File: config.mk
export PLATFORM = sky130hd
export DESIGN_NAME = timer_bus_resp
export DESIGN_NICKNAME = d
export VERILOG_FILES = /design/src/rtl/timer_bus_pkg.sv /design/src/rtl/timer_bus_fsm.sv /design/src/rtl/timer_bus_resp.sv
export SDC_FILE = /design/constraint.sdc
export NUM_CORES = 1
export LEC_CHECK = 0
export ABC_AREA = 1
export ABC_CLOCK_PERIOD_IN_PS = 3910
export CAP_MARGIN = 20
export CORE_MARGIN = 2
export CORE_UTILIZATION = 58
export DETAILED_ROUTE_END_ITERATION = 10
export GPL_ROUTABILITY_DRIVEN = 0
export PLACE_DENSITY = 0.83
export SLEW_MARGIN = 30
export SYNTH_ARGS = -nofsm -noshare
export SYNTH_HDL_FRONTEND = slang
export SYNTH_SLANG_ARGS = --single-unit
File: constraint.sdc
create_clock -name clk_i -period 3.91 [get_ports clk_i]
set_input_delay 0.391 -clock clk_i [delete_from_list [all_inputs] [get_ports clk_i]]
set_output_delay 0.391 -clock clk_i [all_outputs]
set_load 0.02 [all_outputs]
File: src/rtl/timer_bus_pkg.sv
`default_nettype none
// ============================================================================
// Module      : timer_bus_pkg
// Description : Shared types and constants for the machine-timer bus
//               responder: responder FSM state encoding, register offsets,
//               CTRL bit positions and a byte-lane merge helper.
// Revision    : 1.0 - initial release
// ============================================================================
package timer_bus_pkg;

    // Responder FSM states (explicit 2-bit encoding)
    typedef enum logic [1:0] {
        ST_IDLE = 2'd0,
        ST_GNT  = 2'd1,
        ST_RESP = 2'd2
    } bus_state_e;

    // Word offsets (addr[4:2]) of the register map
    localparam logic [2:0] c_OFF_MTIME_LO    = 3'd0;
    localparam logic [2:0] c_OFF_MTIME_HI    = 3'd1;
    localparam logic [2:0] c_OFF_MTIMECMP_LO = 3'd2;
    localparam logic [2:0] c_OFF_MTIMECMP_HI = 3'd3;
    localparam logic [2:0] c_OFF_CTRL        = 3'd4;
    localparam logic [2:0] c_OFF_PRESCALE    = 3'd5;

    // CTRL register bit positions
    localparam int unsigned c_CTRL_EN = 0;

    // Replace each byte of old_val whose enable is set with the matching
    // byte of new_val.
    function automatic logic [31:0] merge_bytes(
        input logic [31:0] old_val,
        input logic [31:0] new_val,
        input logic [3:0]  be
    );
        logic [31:0] res;
        res = old_val;
        for (int b = 0; b < 4; b++) begin
            if (be[b]) begin
                res[8*b +: 8] = new_val[8*b +: 8];
            end
        end
        return res;
    endfunction

    // Offsets 6 and 7 have no register behind them.
    function automatic logic is_mapped(input logic [2:0] off);
        return (off <= c_OFF_PRESCALE);
    endfunction

endpackage
`default_nettype wire

File: src/rtl/timer_bus_fsm.sv
`default_nettype none
// ============================================================================
// Module      : timer_bus_fsm
// Description : Generic req/gnt/rvalid responder. Captures one access in
//               IDLE, grants it for one cycle, then returns a one-cycle
//               response. Register-file agnostic: the owner supplies read
//               data and an error flag for the captured offset and receives
//               a one-cycle write-commit strobe at the edge that ends GNT.
//
// Ports       : clk_i, rst_ni        clock, async active-low reset
//               i_req/i_we/i_be/     bus request side (held stable until
//               i_off/i_wdata        grant)
//               o_gnt/o_rvalid/      bus response side, all flop-driven
//               o_rdata/o_err
//               o_wr_commit          write strobe, high during GNT of a write
//               o_acc_off/o_acc_be/  captured access attributes
//               o_acc_wdata
//               i_rd_data/i_acc_err  register-file read value / error for
//                                    the captured offset
// Revision    : 1.0 - initial release
// ============================================================================
module timer_bus_fsm
    import timer_bus_pkg::*;
(
    input  logic        clk_i,
    input  logic        rst_ni,
    input  logic        i_req,
    input  logic        i_we,
    input  logic [3:0]  i_be,
    input  logic [2:0]  i_off,
    input  logic [31:0] i_wdata,
    output logic        o_gnt,
    output logic        o_rvalid,
    output logic [31:0] o_rdata,
    output logic        o_err,
    output logic        o_wr_commit,
    output logic [2:0]  o_acc_off,
    output logic [3:0]  o_acc_be,
    output logic [31:0] o_acc_wdata,
    input  logic [31:0] i_rd_data,
    input  logic        i_acc_err
);

    bus_state_e  r_state;
    bus_state_e  w_state_nxt;

    logic        r_we;
    logic [3:0]  r_be;
    logic [2:0]  r_off;
    logic [31:0] r_wdata;

    logic        r_gnt;
    logic        r_rvalid;
    logic [31:0] r_rdata;
    logic        r_err;

    // ------------------------------------------------------------------
    // State register
    // ------------------------------------------------------------------
    always_ff @(posedge clk_i or negedge rst_ni) begin
        if (!rst_ni) begin
            r_state <= ST_IDLE;
        end else begin
            r_state <= w_state_nxt;
        end
    end

    // ------------------------------------------------------------------
    // Next-state logic. req_i is only looked at in IDLE, so a request
    // held through RESP is picked up on the following IDLE cycle.
    // ------------------------------------------------------------------
    always_comb begin
        w_state_nxt = r_state;
        case (r_state)
            ST_IDLE: begin
                if (i_req) begin
                    w_state_nxt = ST_GNT;
                end
            end
            ST_GNT:  w_state_nxt = ST_RESP;
            ST_RESP: w_state_nxt = ST_IDLE;
            default: w_state_nxt = ST_IDLE;
        endcase
    end

    // ------------------------------------------------------------------
    // Access capture and registered bus outputs. gnt/rvalid are the
    // registered images of "entering GNT" / "entering RESP", so no
    // combinational path from req_i reaches the outputs.
    // ------------------------------------------------------------------
    always_ff @(posedge clk_i or negedge rst_ni) begin
        if (!rst_ni) begin
            r_we     <= 1'b0;
            r_be     <= 4'd0;
            r_off    <= 3'd0;
            r_wdata  <= 32'd0;
            r_gnt    <= 1'b0;
            r_rvalid <= 1'b0;
            r_rdata  <= 32'd0;
            r_err    <= 1'b0;
        end else begin
            if ((r_state == ST_IDLE) && i_req) begin
                r_we    <= i_we;
                r_be    <= i_be;
                r_off   <= i_off;
                r_wdata <= i_wdata;
            end

            r_gnt    <= (w_state_nxt == ST_GNT);
            r_rvalid <= (r_state == ST_GNT);

            // Read data is sampled at the edge that ends GNT; writes and
            // errored accesses return zero. Outside RESP the data is zero.
            if (r_state == ST_GNT) begin
                r_rdata <= (!r_we && !i_acc_err) ? i_rd_data : 32'd0;
                r_err   <= i_acc_err;
            end else begin
                r_rdata <= 32'd0;
                r_err   <= 1'b0;
            end
        end
    end

    assign o_gnt       = r_gnt;
    assign o_rvalid    = r_rvalid;
    assign o_rdata     = r_rdata;
    assign o_err       = r_err;
    assign o_wr_commit = (r_state == ST_GNT) && r_we;
    assign o_acc_off   = r_off;
    assign o_acc_be    = r_be;
    assign o_acc_wdata = r_wdata;

endmodule
`default_nettype wire

File: src/rtl/timer_bus_resp.sv
`default_nettype none
// ============================================================================
// Module      : timer_bus_resp
// Description : Memory-mapped machine timer on the data-side req/gnt/rvalid
//               bus. 64-bit mtime with a programmable prescaler, 64-bit
//               mtimecmp and a registered level interrupt.
//
// Ports       : clk_i, rst_ni        clock, async active-low reset
//               req_i, we_i, be_i,   bus request (addr_i[4:2] selects the
//               addr_i, wdata_i      register, other address bits ignored)
//               gnt_o, rvalid_o,     bus response
//               rdata_o, err_o
//               timer_irq_o          level interrupt: enable & mtime>=mtimecmp
//
// Register map (word offset):
//               0 MTIME_LO  1 MTIME_HI  2 MTIMECMP_LO  3 MTIMECMP_HI
//               4 CTRL (bit0 enable)   5 PRESCALE   6,7 unmapped (error)
// Revision    : 1.0 - initial release
// ============================================================================
module timer_bus_resp
    import timer_bus_pkg::*;
#(
    parameter int unsigned PRESCALE_WIDTH = 16,
    parameter logic [63:0] MTIMECMP_RST   = 64'hFFFF_FFFF_FFFF_FFFF
) (
    input  logic        clk_i,
    input  logic        rst_ni,
    input  logic        req_i,
    input  logic        we_i,
    input  logic [3:0]  be_i,
    input  logic [31:0] addr_i,
    input  logic [31:0] wdata_i,
    output logic        gnt_o,
    output logic        rvalid_o,
    output logic [31:0] rdata_o,
    output logic        err_o,
    output logic        timer_irq_o
);

    // ------------------------------------------------------------------
    // Bus responder
    // ------------------------------------------------------------------
    logic        w_wr_commit;
    logic [2:0]  w_acc_off;
    logic [3:0]  w_acc_be;
    logic [31:0] w_acc_wdata;
    logic [31:0] w_rd_data;
    logic        w_acc_err;

    // Only addr_i[4:2] carries information inside this block's window.
    logic w_unused_addr;
    assign w_unused_addr = ^{addr_i[31:5], addr_i[1:0]};

    timer_bus_fsm u_fsm (
        .clk_i       (clk_i),
        .rst_ni      (rst_ni),
        .i_req       (req_i),
        .i_we        (we_i),
        .i_be        (be_i),
        .i_off       (addr_i[4:2]),
        .i_wdata     (wdata_i),
        .o_gnt       (gnt_o),
        .o_rvalid    (rvalid_o),
        .o_rdata     (rdata_o),
        .o_err       (err_o),
        .o_wr_commit (w_wr_commit),
        .o_acc_off   (w_acc_off),
        .o_acc_be    (w_acc_be),
        .o_acc_wdata (w_acc_wdata),
        .i_rd_data   (w_rd_data),
        .i_acc_err   (w_acc_err)
    );

    // ------------------------------------------------------------------
    // Registers
    // ------------------------------------------------------------------
    logic [63:0]               r_mtime;
    logic [63:0]               r_mtimecmp;
    logic                      r_en;
    logic [PRESCALE_WIDTH-1:0] r_prescale;
    logic [PRESCALE_WIDTH-1:0] r_cnt;
    logic                      r_irq;

    logic                      w_wr_mtime_lo;
    logic                      w_wr_mtime_hi;
    logic                      w_wr_cmp_lo;
    logic                      w_wr_cmp_hi;
    logic                      w_wr_ctrl;
    logic                      w_wr_prescale;

    assign w_wr_mtime_lo = w_wr_commit && (w_acc_off == c_OFF_MTIME_LO);
    assign w_wr_mtime_hi = w_wr_commit && (w_acc_off == c_OFF_MTIME_HI);
    assign w_wr_cmp_lo   = w_wr_commit && (w_acc_off == c_OFF_MTIMECMP_LO);
    assign w_wr_cmp_hi   = w_wr_commit && (w_acc_off == c_OFF_MTIMECMP_HI);
    assign w_wr_ctrl     = w_wr_commit && (w_acc_off == c_OFF_CTRL);
    assign w_wr_prescale = w_wr_commit && (w_acc_off == c_OFF_PRESCALE);

    // Prescale register viewed as a 32-bit bus word.
    logic [31:0] w_prescale_rd;
    logic [31:0] w_prescale_merge;

    assign w_prescale_rd    = 32'(r_prescale);
    assign w_prescale_merge = merge_bytes(w_prescale_rd, w_acc_wdata, w_acc_be);

    // Bits above the prescaler width are write-ignored.
    generate
        if (PRESCALE_WIDTH < 32) begin : g_prescale_pad
            logic w_unused_prescale_hi;
            assign w_unused_prescale_hi = ^w_prescale_merge[31:PRESCALE_WIDTH];
        end
    endgenerate

    // ------------------------------------------------------------------
    // Timer tick: the counter runs 0..prescale, and the cycle it sits at
    // prescale is the cycle mtime advances. prescale=0 ticks every cycle.
    // ------------------------------------------------------------------
    logic        w_tick;
    logic [63:0] w_mtime_nxt;

    assign w_tick = r_en && (r_cnt == r_prescale);

    // A software write to either half overrides the increment for that
    // cycle; the untouched half keeps its current value.
    always_comb begin
        w_mtime_nxt = r_mtime + {63'd0, w_tick};
        if (w_wr_mtime_lo) begin
            w_mtime_nxt = {r_mtime[63:32], merge_bytes(r_mtime[31:0], w_acc_wdata, w_acc_be)};
        end else if (w_wr_mtime_hi) begin
            w_mtime_nxt = {merge_bytes(r_mtime[63:32], w_acc_wdata, w_acc_be), r_mtime[31:0]};
        end
    end

    always_ff @(posedge clk_i or negedge rst_ni) begin
        if (!rst_ni) begin
            r_mtime    <= 64'd0;
            r_mtimecmp <= MTIMECMP_RST;
            r_en       <= 1'b0;
            r_prescale <= '0;
            r_cnt      <= '0;
            r_irq      <= 1'b0;
        end else begin
            r_mtime <= w_mtime_nxt;

            if (w_wr_cmp_lo) begin
                r_mtimecmp[31:0] <= merge_bytes(r_mtimecmp[31:0], w_acc_wdata, w_acc_be);
            end
            if (w_wr_cmp_hi) begin
                r_mtimecmp[63:32] <= merge_bytes(r_mtimecmp[63:32], w_acc_wdata, w_acc_be);
            end

            if (w_wr_ctrl && w_acc_be[0]) begin
                r_en <= w_acc_wdata[c_CTRL_EN];
            end

            if (w_wr_prescale) begin
                r_prescale <= w_prescale_merge[PRESCALE_WIDTH-1:0];
            end

            // Prescale writes restart the count so the new period starts
            // cleanly; otherwise the counter only moves while enabled.
            if (w_wr_prescale) begin
                r_cnt <= '0;
            end else if (w_tick) begin
                r_cnt <= '0;
            end else if (r_en) begin
                r_cnt <= r_cnt + 1'b1;
            end

            r_irq <= r_en && (r_mtime >= r_mtimecmp);
        end
    end

    assign timer_irq_o = r_irq;

    // ------------------------------------------------------------------
    // Read mux for the captured offset
    // ------------------------------------------------------------------
    assign w_acc_err = !is_mapped(w_acc_off);

    always_comb begin
        w_rd_data = 32'd0;
        case (w_acc_off)
            c_OFF_MTIME_LO:    w_rd_data = r_mtime[31:0];
            c_OFF_MTIME_HI:    w_rd_data = r_mtime[63:32];
            c_OFF_MTIMECMP_LO: w_rd_data = r_mtimecmp[31:0];
            c_OFF_MTIMECMP_HI: w_rd_data = r_mtimecmp[63:32];
            c_OFF_CTRL:        w_rd_data[c_CTRL_EN] = r_en;
            c_OFF_PRESCALE:    w_rd_data = w_prescale_rd;
            default:           w_rd_data = 32'd0;
        endcase
    end

endmodule
`default_nettype wire

* Yosys cells after proc, flatten, opt, wreduce, memory -nomap -nowiden
Cells that the tools add are included.
Word-level totals: bits of input ports 72, output and inout port bits 36, word-level logic and storage cells 103, flip-flop bits (word level) 239
Cells by class: add/subtract/negate cells 2, reduce and logical (&&, ||, !) cells 35, bitwise operators 1, magnitude comparators 2, eq/ne operators 17, mux-type cells 16
Operator list (count):
- case mux 31 bit (5 select lines) | 1
- 2-to-1 mux 32 bit | 3
- adder 64 x 1 -> 64 bit | 1
- >= comparator 64 bit | 1
- 2-to-1 mux 64 bit | 1
- 2-to-1 mux 16 bit | 3
- AND reduction 2 bit | 18
- 2-to-1 mux 8 bit | 4
- adder 16 x 1 -> 16 bit (second input constant) | 1
- == test 16 bit | 1
- inequality test 2 x 1 -> 1 bit (second input constant) | 8
- logical AND 1 bit | 12
- == test 3 x 2 -> 1 bit (second input constant) | 2
- == test 3 bit (second input constant) | 2
- case mux 1 bit (6 select lines) | 1
- == test 2 x 1 -> 1 bit (second input constant) | 2
- case mux 2 bit (2 select lines) | 1
- == test 3 x 1 -> 1 bit (second input constant) | 1
- <= comparator 3 bit (second input constant) | 1
- zero test 3 bit | 1
- nonzero test 3 bit | 1
- zero test 1 bit | 2
- zero test 2 bit | 1
- 2-to-1 mux 2 bit | 1
- 3 further kinds | 3

* Longest topological paths before layout
Gate-level depths: netlist of run 1.
depth after elaboration 5, gate-level depth with buffers 21, depth with buffers taken out 21

* Cells and area by module
Synthesis of run 1 repeated with hierarchy kept, for this count alone.
Unflattened totals: cell total of the unflattened synthesis 2020, area, all modules 14639.0 µm²
By module, submodules not included:
- timer_bus_resp | area each 11803.8 µm², cells each 1729, seq. area each 4134.0 µm², instances 1
- timer_bus_fsm | area each 2835.2 µm², cells each 291, seq. area each 1901.8 µm², instances 1

* Worst setup path before layout of run 1
No wires, ideal clock.
path kind register to register, from reg r_cnt[4], to reg r_mtime[24], clock period less this slack 2.626 ns, buffers on the path 1, stages on the path, launching flop included 18, required time 3.790 ns, setup slack 1.284 ns, setup time 0.120 ns, data arrival time 2.506 ns, cells stage by stage dfrtp_1 -> clkbuf_2 -> xnor2_1 -> nand3_1 -> nor3_1 -> nand3_1 -> inv_1 -> ha_1 -> ha_1 -> nand2_1 -> nor2_1 -> nand2_1 -> inv_1 -> nand3_1 -> nor2_2 -> nand3_1 -> o22ai_1 -> nor2_1
Between the ends: word-level cells in the longest chain between the ends 5
Ends and longest elaborated chain:
- from (decl) | RTL line timer_bus_resp.sv:81 | logic [PRESCALE_WIDTH-1:0] r_cnt;
- from (signal assigned) | RTL line timer_bus_resp.sv:166 | r_cnt <= r_cnt + 1'b1;
- == test 16 bit | RTL line timer_bus_resp.sv:120 | assign w_tick = r_en && (r_cnt == r_prescale);
- logical AND 1 bit | RTL line timer_bus_resp.sv:120
- adder 64 x 1 -> 64 bit | RTL line timer_bus_resp.sv:125 | w_mtime_nxt = r_mtime + {63'd0, w_tick};
- 2-to-1 mux 64 bit | RTL line timer_bus_resp.sv:128 | end else if (w_wr_mtime_hi) begin
- 2-to-1 mux 32 bit | RTL line timer_bus_resp.sv:126 | if (w_wr_mtime_lo) begin
- to (signal assigned) | RTL line timer_bus_resp.sv:142 | r_mtime <= w_mtime_nxt;
- to (decl) | RTL line timer_bus_resp.sv:77 | logic [63:0] r_mtime;
Every way passes these cells. The select of a mux whose other input is x is not followed. A chain may end at the register's enable or synchronous reset.

* Worst setup path in the final report of run 1
from reg r_cnt[0], to reg r_mtime[60]
Between the ends: word-level cells in the longest chain between the ends 4
Ends and longest elaborated chain (RTL line):
- == test 16 bit | timer_bus_resp.sv:120
- logical AND 1 bit | timer_bus_resp.sv:120
- adder 64 x 1 -> 64 bit | timer_bus_resp.sv:125
- 2-to-1 mux 64 bit | timer_bus_resp.sv:128
Every way passes these cells. The select of a mux whose other input is x is not followed.

==> results.toml, run 1 <==
[sta]
holdWs_ns = 0.373
worst_pin_slew_ns = 0.842
max_slew_margin_pct = 43.4
slew_violations = 0
setup_violations = 0
hold_viol_final = 0
fin_tns_setup_ns = 0
rsz0062_at_grt = "no"
timing.final.crit_share_pct = 87.9
fin_skew_ns = 0.0128
clock.fmax_ghz = 0.291
setup_ws_ns = 0.473
period_needed_ns = 3.44

[drt]
dr_wl_met3_um = 5440
drtAntennaViolNets = 0
wl_um = 44900
detailroute.wirelength.met2_um = 19300
vias = 14363
wl_met1_um = 17800
drc = 0
via_per_inst = 6.04
top_layer = "met4"
wl_per_cell_um = 18.9
drt_iter0_markers = 1889
dr.pass1.iters = 6

[critical_path]
reg2reg_from = "r_cnt[0]"
crit_type = "flop to flop"
worst-path-stages = 20
path_common_cell = "nand2_1"
cp-endpoint = "r_mtime[60]"
crit_slowest_cell = "dfrtp_1"
worst-endpoint-required_ns = 4.35
rrSetupSlack_ns = 0.47
reg2reg_depth = 20
crit_chain = "inv_1 -> nand2_1 -> o21ai_0 -> nor2_1 -> nand2_1 -> nor3_1 -> nand3_1 -> inv_1 -> ha_1 -> ha_1 -> nand2_1 -> nor2_1 -> inv_1 -> nor2_1 -> and2_1 -> nand2_1 -> nand2_1 -> nand3_1 -> nand3_1 -> nand2_1"
arrival_ns = 3.88
reg2reg_to = "r_mtime[60]"
worst_setup_path_end_kind = "flop"
max_stage_delay_ns = 0.40
critPathLaunch = "r_cnt[0]"
critical_path_buf_inv_count = 3
cp_max_fo = 5
critPathTopFamily = "simple AND/OR/NAND/NOR gates"
start_kind = "flop"

[pwr]
ir_worst_vdd_v = 0.000372
swShare_pct = 41.0
power.density_mw_per_mm2 = 654
total_power_mw = 10.8
p_comb_share_pct = 34.9
internal_power_mw = 6.34
p_leak_nw = 7.25
clkPwrFrac_pct = 26.5
p_switching_mw = 4.41
power.share.sequential_pct = 38.6

[clock_tree]
path_clk_slew_ns = 0.06
cts_num_sinks = 238
cts_resized = 0
ctsHoldBuffers = 0
cts_buffers = 26
cts_setup_buffers = 0
htreeDepth = 1
clockBufferDepth = 3
cts_tree = "done"
insertion_delay_ns = 0.54
cts_root_buf = "clkbuf_16"

[floorplan]
placementRows = 57
die_area_mm2 = 0.0259
coreArea_mm2 = 0.0242
die_y_um = 161
die_width_um = 161
start_util_pct = 58.9
pin_count = 108

[hold_path]
whs_path_depth = 3
hp-class = "input pin to flop"

[global_route]
gr-total-overflow = 0
grt_max_degree = 133
antenna_found_initial = 0
grt_pass1_wl_um = 71200
track_usage_pct = 34.7
grt_pass1_vias = 13551

[synth]
synth_nets = 2103
yosys_register_bits = 238
yosysUniqueCellTypes = 41
yosys_most_used_dff = "dfrtp_1"
synthArstFlopShare_pct = 100
synthCells = 1964
synth_edf_count = 0
yosys_warnings = 0
yosysSeqAreaShare_pct = 42.3
synth_area_mm2 = 0.0143
synth.avg_cell_area_um2 = 7.27

[layout]
fin_area_mm2 = 0.0164
utilization_pct = 67.8
fin_cells = 2379
drive_above_1_share_pct = 7.10
n_antenna_cell = 0
fillerInstances = 2023
finalNetCount = 2174
area_growth_pct = 15.1

[status]
status = "finished clean"

[flow_run]
maxCapViolCount = 0

[placed_design]
place_ws_ns = 0.612
dp_hpwl_um = 32700
placed_area_mm2 = 0.0154
io_buffers = 78
placedCellCount = 2329
-- Yosys cell counts (10+ instances only) --
library cell	number	share of area, %
a211oi_1	10	0.53
a21oi_1	71	2.5
a221oi_1	21	1.3
clkbuf_1	33	0.87
dfrtp_1	174	30
dfstp_2	64	12
ha_1	67	5.9
inv_1	258	6.8
nand2_1	545	14
nand3_1	105	3.7
nand4_1	34	1.5
nor2_1	215	5.7
nor3_1	31	1.1
o21ai_0	181	6.3
o22ai_1	51	2.2
xor2_1	18	1.1
-- flip-flops by register name (all words and copies together), names as in the netlist --
register / count
r_mtime: 64
r_mtimecmp: 64
u_fsm.o_acc_wdata: 32
u_fsm.o_rdata: 32
r_cnt: 16
r_prescale: 16
u_fsm.o_acc_be: 4
u_fsm.o_acc_off: 3
r_en: 1
timer_irq_o: 1
u_fsm.o_err: 1
u_fsm.o_gnt: 1
u_fsm.o_rvalid: 1
u_fsm.r_state: 1
u_fsm.r_we: 1
-- metal layers --
metal	up-vias	global-route usage [%]
met5	-	0
met4	0	15.6
met1	6604	48.3
met3	190	6.71
met2	969	52.8
li1	6600	-
-- layout by cell type, fill, tap and decap left out, types with 6 or more instances in the layout --
| cell | count |
|---|---|
| a31oi_1 | 6 |
| nand3_1 | 105 |
| clkbuf_16 | 27 |
| nor3_1 | 31 |
| o22ai_1 | 51 |
| nor2_1 | 215 |
| a211oi_1 | 10 |
| xor2_1 | 18 |
| buf_4 | 10 |
| dfstp_2 | 64 |
| inv_1 | 256 |
| ha_1 | 67 |
| o21ai_0 | 181 |
| a221oi_1 | 21 |
| a21oi_1 | 71 |
| nand3b_1 | 6 |
| nand2_1 | 545 |
| o211ai_1 | 8 |
| dfrtp_1 | 174 |
| nand4_1 | 34 |
| bufinv_16 | 7 |
| clkdlybuf4s50_1 | 77 |
| nor2_2 | 8 |
-- final cells by class --
type	instances	area, µm²	share of cell area, %
tap	324	405	2.47
timing repair buffer	93	958	5.83
sequential	238	6040	36.7
inverter	262	983	5.98
multi-input combinational	1414	7050	42.9
clock buffer	35	756	4.60
clock inverter	13	243	1.48
-- worst min-delay path by stage --
| stage | startpoint | end | slack (ns) |
|---|---|---|---|
| global route | be_i[1] | u_fsm.o_acc_be[1] | 0.41 |
| detailed placement | u_fsm.o_rvalid | u_fsm.o_rvalid | 0.48 |
| global placement | r_cnt[14] | r_cnt[14] | 0.46 |
| CTS | rst_ni | u_fsm.o_rdata[27] | 0.02 |
| finish | be_i[1] | u_fsm.o_acc_be[1] | 0.37 |
| floorplan | rst_ni | r_cnt[0] | 0.1 |
-- worst reg2reg max path, cell delays in order, from the launching register on --
cell,delay [ns]
dfrtp_1,0.40
inv_1,0.10
nand2_1,0.13
o21ai_0,0.11
nor2_1,0.13
nand2_1,0.08
nor3_1,0.15
nand3_1,0.15
inv_1,0.14
ha_1,0.25
ha_1,0.23
nand2_1,0.10
nor2_1,0.28
inv_1,0.15
nor2_1,0.37
and2_1,0.25
nand2_1,0.07
nand2_1,0.05
nand3_1,0.06
nand3_1,0.08
nand2_1,0.05
-- kinds of logic (layout without fill, tap and decap cells) --
kind of cell / after synthesis / in the layout / share of synthesized area, %
AOI/OAI and AO/OA: 362 / 362 / 14.4
adders and majority gates: 67 / 67 / 5.87
DFF: 238 / 238 / 42.3
and+or+nand+nor: 962 / 962 / 27.8
buffers and inverters: 312 / 403 / 8.33
xor gates and xnor gates: 23 / 23 / 1.41
-- power by group through the flow --
stage / combinational, mW / clock [mW] / sequential, mW
after floorplan: 2.56 / 0 / 3.76
after global placement: 3.40 / 0 / 4.08
after detailed placement: 3.59 / 0 / 4.10
after CTS: 3.64 / 2.86 / 4.08
after global routing: 4.21 / 2.97 / 4.19
final: 3.75 / 2.85 / 4.15
(Power assumes the default switching activity.)
==> run 2: changes to the inputs <==
CORE_UTILIZATION = 50   (was 58)
CTS_CLUSTER_SIZE = 24   (was unset)
HOLD_SLACK_MARGIN = 0.12   (was unset)
PLACE_DENSITY = 0.74   (was 0.83)
==> run 2 against run 1 <==
Fmax grew 0.39%. Count of clock-buffer cells in the layout grew 5. Largest cell class unchanged. Wire length shrank 0.14%. Die area grew 16%. Critical path type unchanged. Combinational power shrank 3%.
==> results.toml, run 2 (same netlist as run 1, synthesis figures left out) <==
[critical_path]
arrival_ns = 3.86
worst_setup_path_end_kind = "flop"
start_kind = "flop"
cp_max_fo = 4
crit_chain = "inv_1 -> nand2_1 -> o21ai_0 -> nor2_1 -> nand2_1 -> nor3_1 -> nand3_1 -> inv_1 -> ha_1 -> ha_1 -> nand2_1 -> nor2_1 -> nand2_1 -> nor2_1 -> inv_1 -> nor2_1 -> nand2_1 -> o22ai_1 -> a21oi_1"
reg2reg_depth = 19
reg2reg_from = "r_cnt[7]"
max_stage_delay_ns = 0.39
path_common_cell = "nand2_1"
worst-endpoint-required_ns = 4.35
rrSetupSlack_ns = 0.49
reg2reg_to = "r_mtime[22]"
crit_slowest_cell = "dfrtp_1"
crit_type = "flop to flop"

[global_route]
grt_pass1_wl_um = 71200
track_usage_pct = 29.7
gr-total-overflow = 0
grt_max_degree = 96
antenna_found_initial = 0
grt_pass1_vias = 13175

[layout]
fillerInstances = 2608
drive_above_1_share_pct = 7.09
largestRegisters = "r_mtime x64, r_mtimecmp x64"
n_antenna_cell = 0
utilization_pct = 58.8
multi_input_area_mm2 = 0.00705
fin_area_mm2 = 0.0164
fin_cells = 2438
area_growth_pct = 15.0
finalNetCount = 2177
regArea_mm2 = 0.00604
final_common_cell = "nand2_1"
final_cell_mix = "nand2_1, inv_1, nor2_1"

[sta]
period_needed_ns = 3.42
rsz0062_at_grt = "no"
setup_violations = 0
fin_tns_setup_ns = 0
setup_ws_ns = 0.487
max_slew_margin_pct = 38.7
clock.fmax_ghz = 0.292
slew_violations = 0
worst_pin_slew_ns = 0.911
holdWs_ns = 0.369
timing.final.crit_share_pct = 87.6
hold_viol_final = 0
fin_skew_ns = 0.0246

[pwr]
p_switching_mw = 4.35
internal_power_mw = 6.13
total_power_mw = 10.5
clkPwrFrac_pct = 25.6
swShare_pct = 41.5
ir_worst_vdd_v = 0.000393
p_comb_share_pct = 34.8
power.density_mw_per_mm2 = 638
power.share.sequential_pct = 39.6
p_leak_nw = 7.19

[floorplan]
pin_count = 108
coreArea_mm2 = 0.0279
placementRows = 61
die_width_um = 173
die_area_mm2 = 0.0299
start_util_pct = 51.1
die_y_um = 173

[drt]
wl_um = 44900
dr.pass1.iters = 7
wl_per_cell_um = 18.4
drtAntennaViolNets = 0
via_per_inst = 5.80
drc = 0
drt_iter0_markers = 1754
vias = 14136

[clock_tree]
clockBufferDepth = 3
htreeDepth = 1
cts_tree = "done"
insertion_delay_ns = 0.57
cts_num_sinks = 238
path_clk_slew_ns = 0.06
cts_buffers = 28
cts_setup_buffers = 0
cts_root_buf = "clkbuf_16"

[flow_run]
maxCapViolCount = 0

[hold_path]
min_from = "be_i[2]"
whs_path_depth = 3
hp-class = "input pin to flop"
holdPathEnd = "u_fsm.o_acc_be[2]"

[placed_design]
dp_hpwl_um = 33200
placedCellCount = 2385
placed_area_mm2 = 0.0155
io_buffers = 78
place_ws_ns = 0.633

[status]
status = "finished clean"
## run 2: changes by cell type in the layout (fill, tap and decap cells not counted), moves of 2 or more
cell,before,now
clkbuf_1,3,8
clkinvlp_4,1,6
bufinv_16,7,3
buf_4,10,13
clkbuf_16,27,29
clkbuf_8,5,3
clkinv_2,5,3
## run 2: what timing repair did
action	4_1_cts	5_1_grt
resized for setup	0	0
setup endpoints to repair	0	0
endpoints found under the hold margin	63	0
hold buffers	1	0
## run 2: power groups by stage
stage	combinational, mW	sequential (mW)	clock (mW)
final	3.65	4.15	2.68
after global routing	4.18	4.20	2.81
after CTS	3.59	4.08	2.72
after detailed placement	3.56	4.11	0
after global placement	3.44	4.10	0
after floorplan	2.56	3.76	0
## run 2: worst max-delay path by stage
stage | start | to | slack, ns
final | r_cnt[7] | r_mtime[22] | 0.49
after global routing | r_cnt[7] | r_mtime[22] | 0.20
after CTS | r_cnt[0] | r_mtime[60] | 0.61
after detailed placement | r_cnt[0] | r_mtime[60] | 0.63
after global placement | r_cnt[4] | r_mtime[58] | 0.70
after floorplan | r_cnt[4] | r_mtime[24] | 1.28
## run 2: area by class of cell
type                            count  area share [%]
Clock buffer                       40            4.85
Timing Repair Buffer               94            5.68
Inverter                          262            5.99
Multi-Input combinational cell   1414            42.9
Clock inverter                     12           0.914
Sequential cell                   238            36.7
Tap cell                          378            2.88
## run 2: per-layer routing
layer | vias to the layer above | track usage, % | routed length (µm)
li1 | 6601 | - | -
met1 | 6575 | 43.0 | 18900
met2 | 816 | 44.2 | 19000
met3 | 144 | 5.58 | 5180
met4 | 0 | 11.1 | 1780
met5 | - | 0 | 0
## run 2: worst max-delay path, delay by kind of cell, from the launching register on
family | cells | cell delay [ns]
compound gates | 3 | 0.32
fa+ha+maj | 2 | 0.45
buf+inv | 3 | 0.31
flops | 1 | 0.39
simple gates | 11 | 1.83
==> run 3: changes to the inputs <==
CORE_MARGIN = 1   (was 2)
CTS_CLUSTER_SIZE = 10   (was 24)
GPL_ROUTABILITY_DRIVEN = unset   (was 0)
==> run 3 against run 2 <==
Sequential power is essentially flat. Critical path depth down 3. Cell count increased by 0.21%. Flip-flop and latch count unchanged. Register-to-register slack worse by 0.11 ns. Clock skew down 0.0074 ns. Clock power fell by 8.6%. Critical path type unchanged. Wire length up 12%. Worst setup slack lost 0.11 ns. Power fell by 0.83%. Utilization down 0.21 points.
==> results.toml, run 3 (same netlist as run 1, synthesis figures left out) <==
[pwr]
p_leak_nw = 7.19
power.share.sequential_pct = 40.1
swShare_pct = 42.9
total_power_mw = 10.4
clkPwrFrac_pct = 23.5
p_comb_share_pct = 36.4
ir_worst_vdd_v = 0.000530
power.density_mw_per_mm2 = 635
internal_power_mw = 5.94
p_switching_mw = 4.46

[critical_path]
worst-endpoint-required_ns = 4.34
rrSetupSlack_ns = 0.38
crit_type = "flop to flop"
cp_max_fo = 6
arrival_ns = 3.97
worst_setup_path_end_kind = "flop"
start_kind = "flop"

[clock_tree]
path_clk_slew_ns = 0.06
insertion_delay_ns = 0.56
cts_root_buf = "clkbuf_16"
htreeDepth = 1
cts_num_sinks = 238
cts_buffers = 28
cts_setup_buffers = 0
cts_tree = "done"
clockBufferDepth = 3
cts_resized = 0

[drt]
via_per_inst = 5.75
vias = 14049
wl_per_cell_um = 20.5
wl_um = 50100
drtAntennaViolNets = 0
drt_iter0_markers = 1415
drc = 0
dr.pass1.iters = 6

[floorplan]
start_util_pct = 51.1
pin_count = 108
die_area_mm2 = 0.0292
die_width_um = 171
coreArea_mm2 = 0.0279
die_y_um = 171
placementRows = 61

[sta]
worst_pin_slew_ns = 1.01
timing.final.crit_share_pct = 90.4
setup_violations = 0
max_slew_margin_pct = 32.4
fin_tns_setup_ns = 0
slew_violations = 0
clock.fmax_ghz = 0.283
setup_ws_ns = 0.376
fin_skew_ns = 0.0172
period_needed_ns = 3.53
holdWs_ns = 0.368
hold_viol_final = 0
rsz0062_at_grt = "no"

[global_route]
gr-total-overflow = 0
track_usage_pct = 35.1
grt_pass1_wl_um = 76900
grt_pass1_vias = 13192
antenna_found_initial = 1
grt_max_degree = 87

[placed_design]
placedCellCount = 2392
gp_congestion = 0.997
io_buffers = 78
place_ws_ns = 0.493
dp_hpwl_um = 38400
placed_area_mm2 = 0.0155

[layout]
fin_area_mm2 = 0.0164
fin_cells = 2443
utilization_pct = 58.6
area_growth_pct = 14.6
fillerInstances = 2691
drive_above_1_share_pct = 6.83
final_cell_mix = "nand2_1, inv_1, nor2_1"
final_common_cell = "nand2_1"
multi_input_area_mm2 = 0.00705
regArea_mm2 = 0.00604
largestRegisters = "r_mtime x64, r_mtimecmp x64"
finalNetCount = 2184

[hold_path]
hp-class = "input pin to flop"

[status]
status = "finished clean"

[flow_run]
maxCapViolCount = 0
-- run 3: cell count changes in the layout (fill, tap and decap cells not counted), sizes merged --
cell      delta
bufinv       -3
clkbuf       +8
clkinvlp     -6
diode        +1
clkinv       -2
buf          +7
-- run 3: worst max-delay path, stage by stage (launching register included) --
cell and delay [ns]:
dfrtp_1 0.47, xnor2_1 0.30, nand3_1 0.12, nor3_1 0.21, nand3_1 0.15, inv_1 0.13
ha_1 0.26, ha_1 0.22, nand2_1 0.09, nor2_1 0.15, nand2_1 0.16, nor2_1 0.35
inv_1 0.07, nor2_1 0.39, nand2_1 0.15, o22ai_1 0.14, a21oi_1 0.06
-- run 3: path summary, 6_finish.rpt --
kind | depth (start not counted) | startpoint | endpoint
max reg2reg | 16 | r_cnt[4] | r_mtime[22]
max in group asynchronous | 3 | rst_ni | r_mtimecmp[46]
min reg2reg | 2 | r_prescale[3] | r_prescale[3]
max | 16 | r_cnt[4] | r_mtime[22]
min in group asynchronous | 2 | rst_ni | r_mtime[58]
min | 3 | addr_i[2] | u_fsm.o_acc_off[0]
-- run 3: final cells by class --
class	count	area share, %
repair buffers	101	6.02
clock buffers	48	5.05
flip-flops and latches	238	36.9
inverters	262	6.01
multi-input cells	1414	43.1
well taps	378	2.89
diodes	1	0.0153
clock inverters	1	0.0306
-- run 3: power by group through the flow --
stage	combinational, mW	sequential (mW)	clock, mW
2_1_floorplan	2.56	3.76	0
3_3_place_gp	3.57	4.14	0
3_5_place_dp	3.69	4.15	0
4_1_cts	3.72	4.11	2.47
5_1_grt	4.29	4.23	2.56
6_report	3.78	4.17	2.45
-- run 3: repair_timing --
action                                 CTS  global route
setup endpoints to repair                0             0
endpoints found under the hold margin   61             0
hold buffers                             1             0
-- run 3: per-layer routing --
metal	share of wire, %	GRT usage (%)
met5	0.026	0
met4	3.1	10.4
met3	8.5	5.41
met2	44	54.8
met1	44	50.0
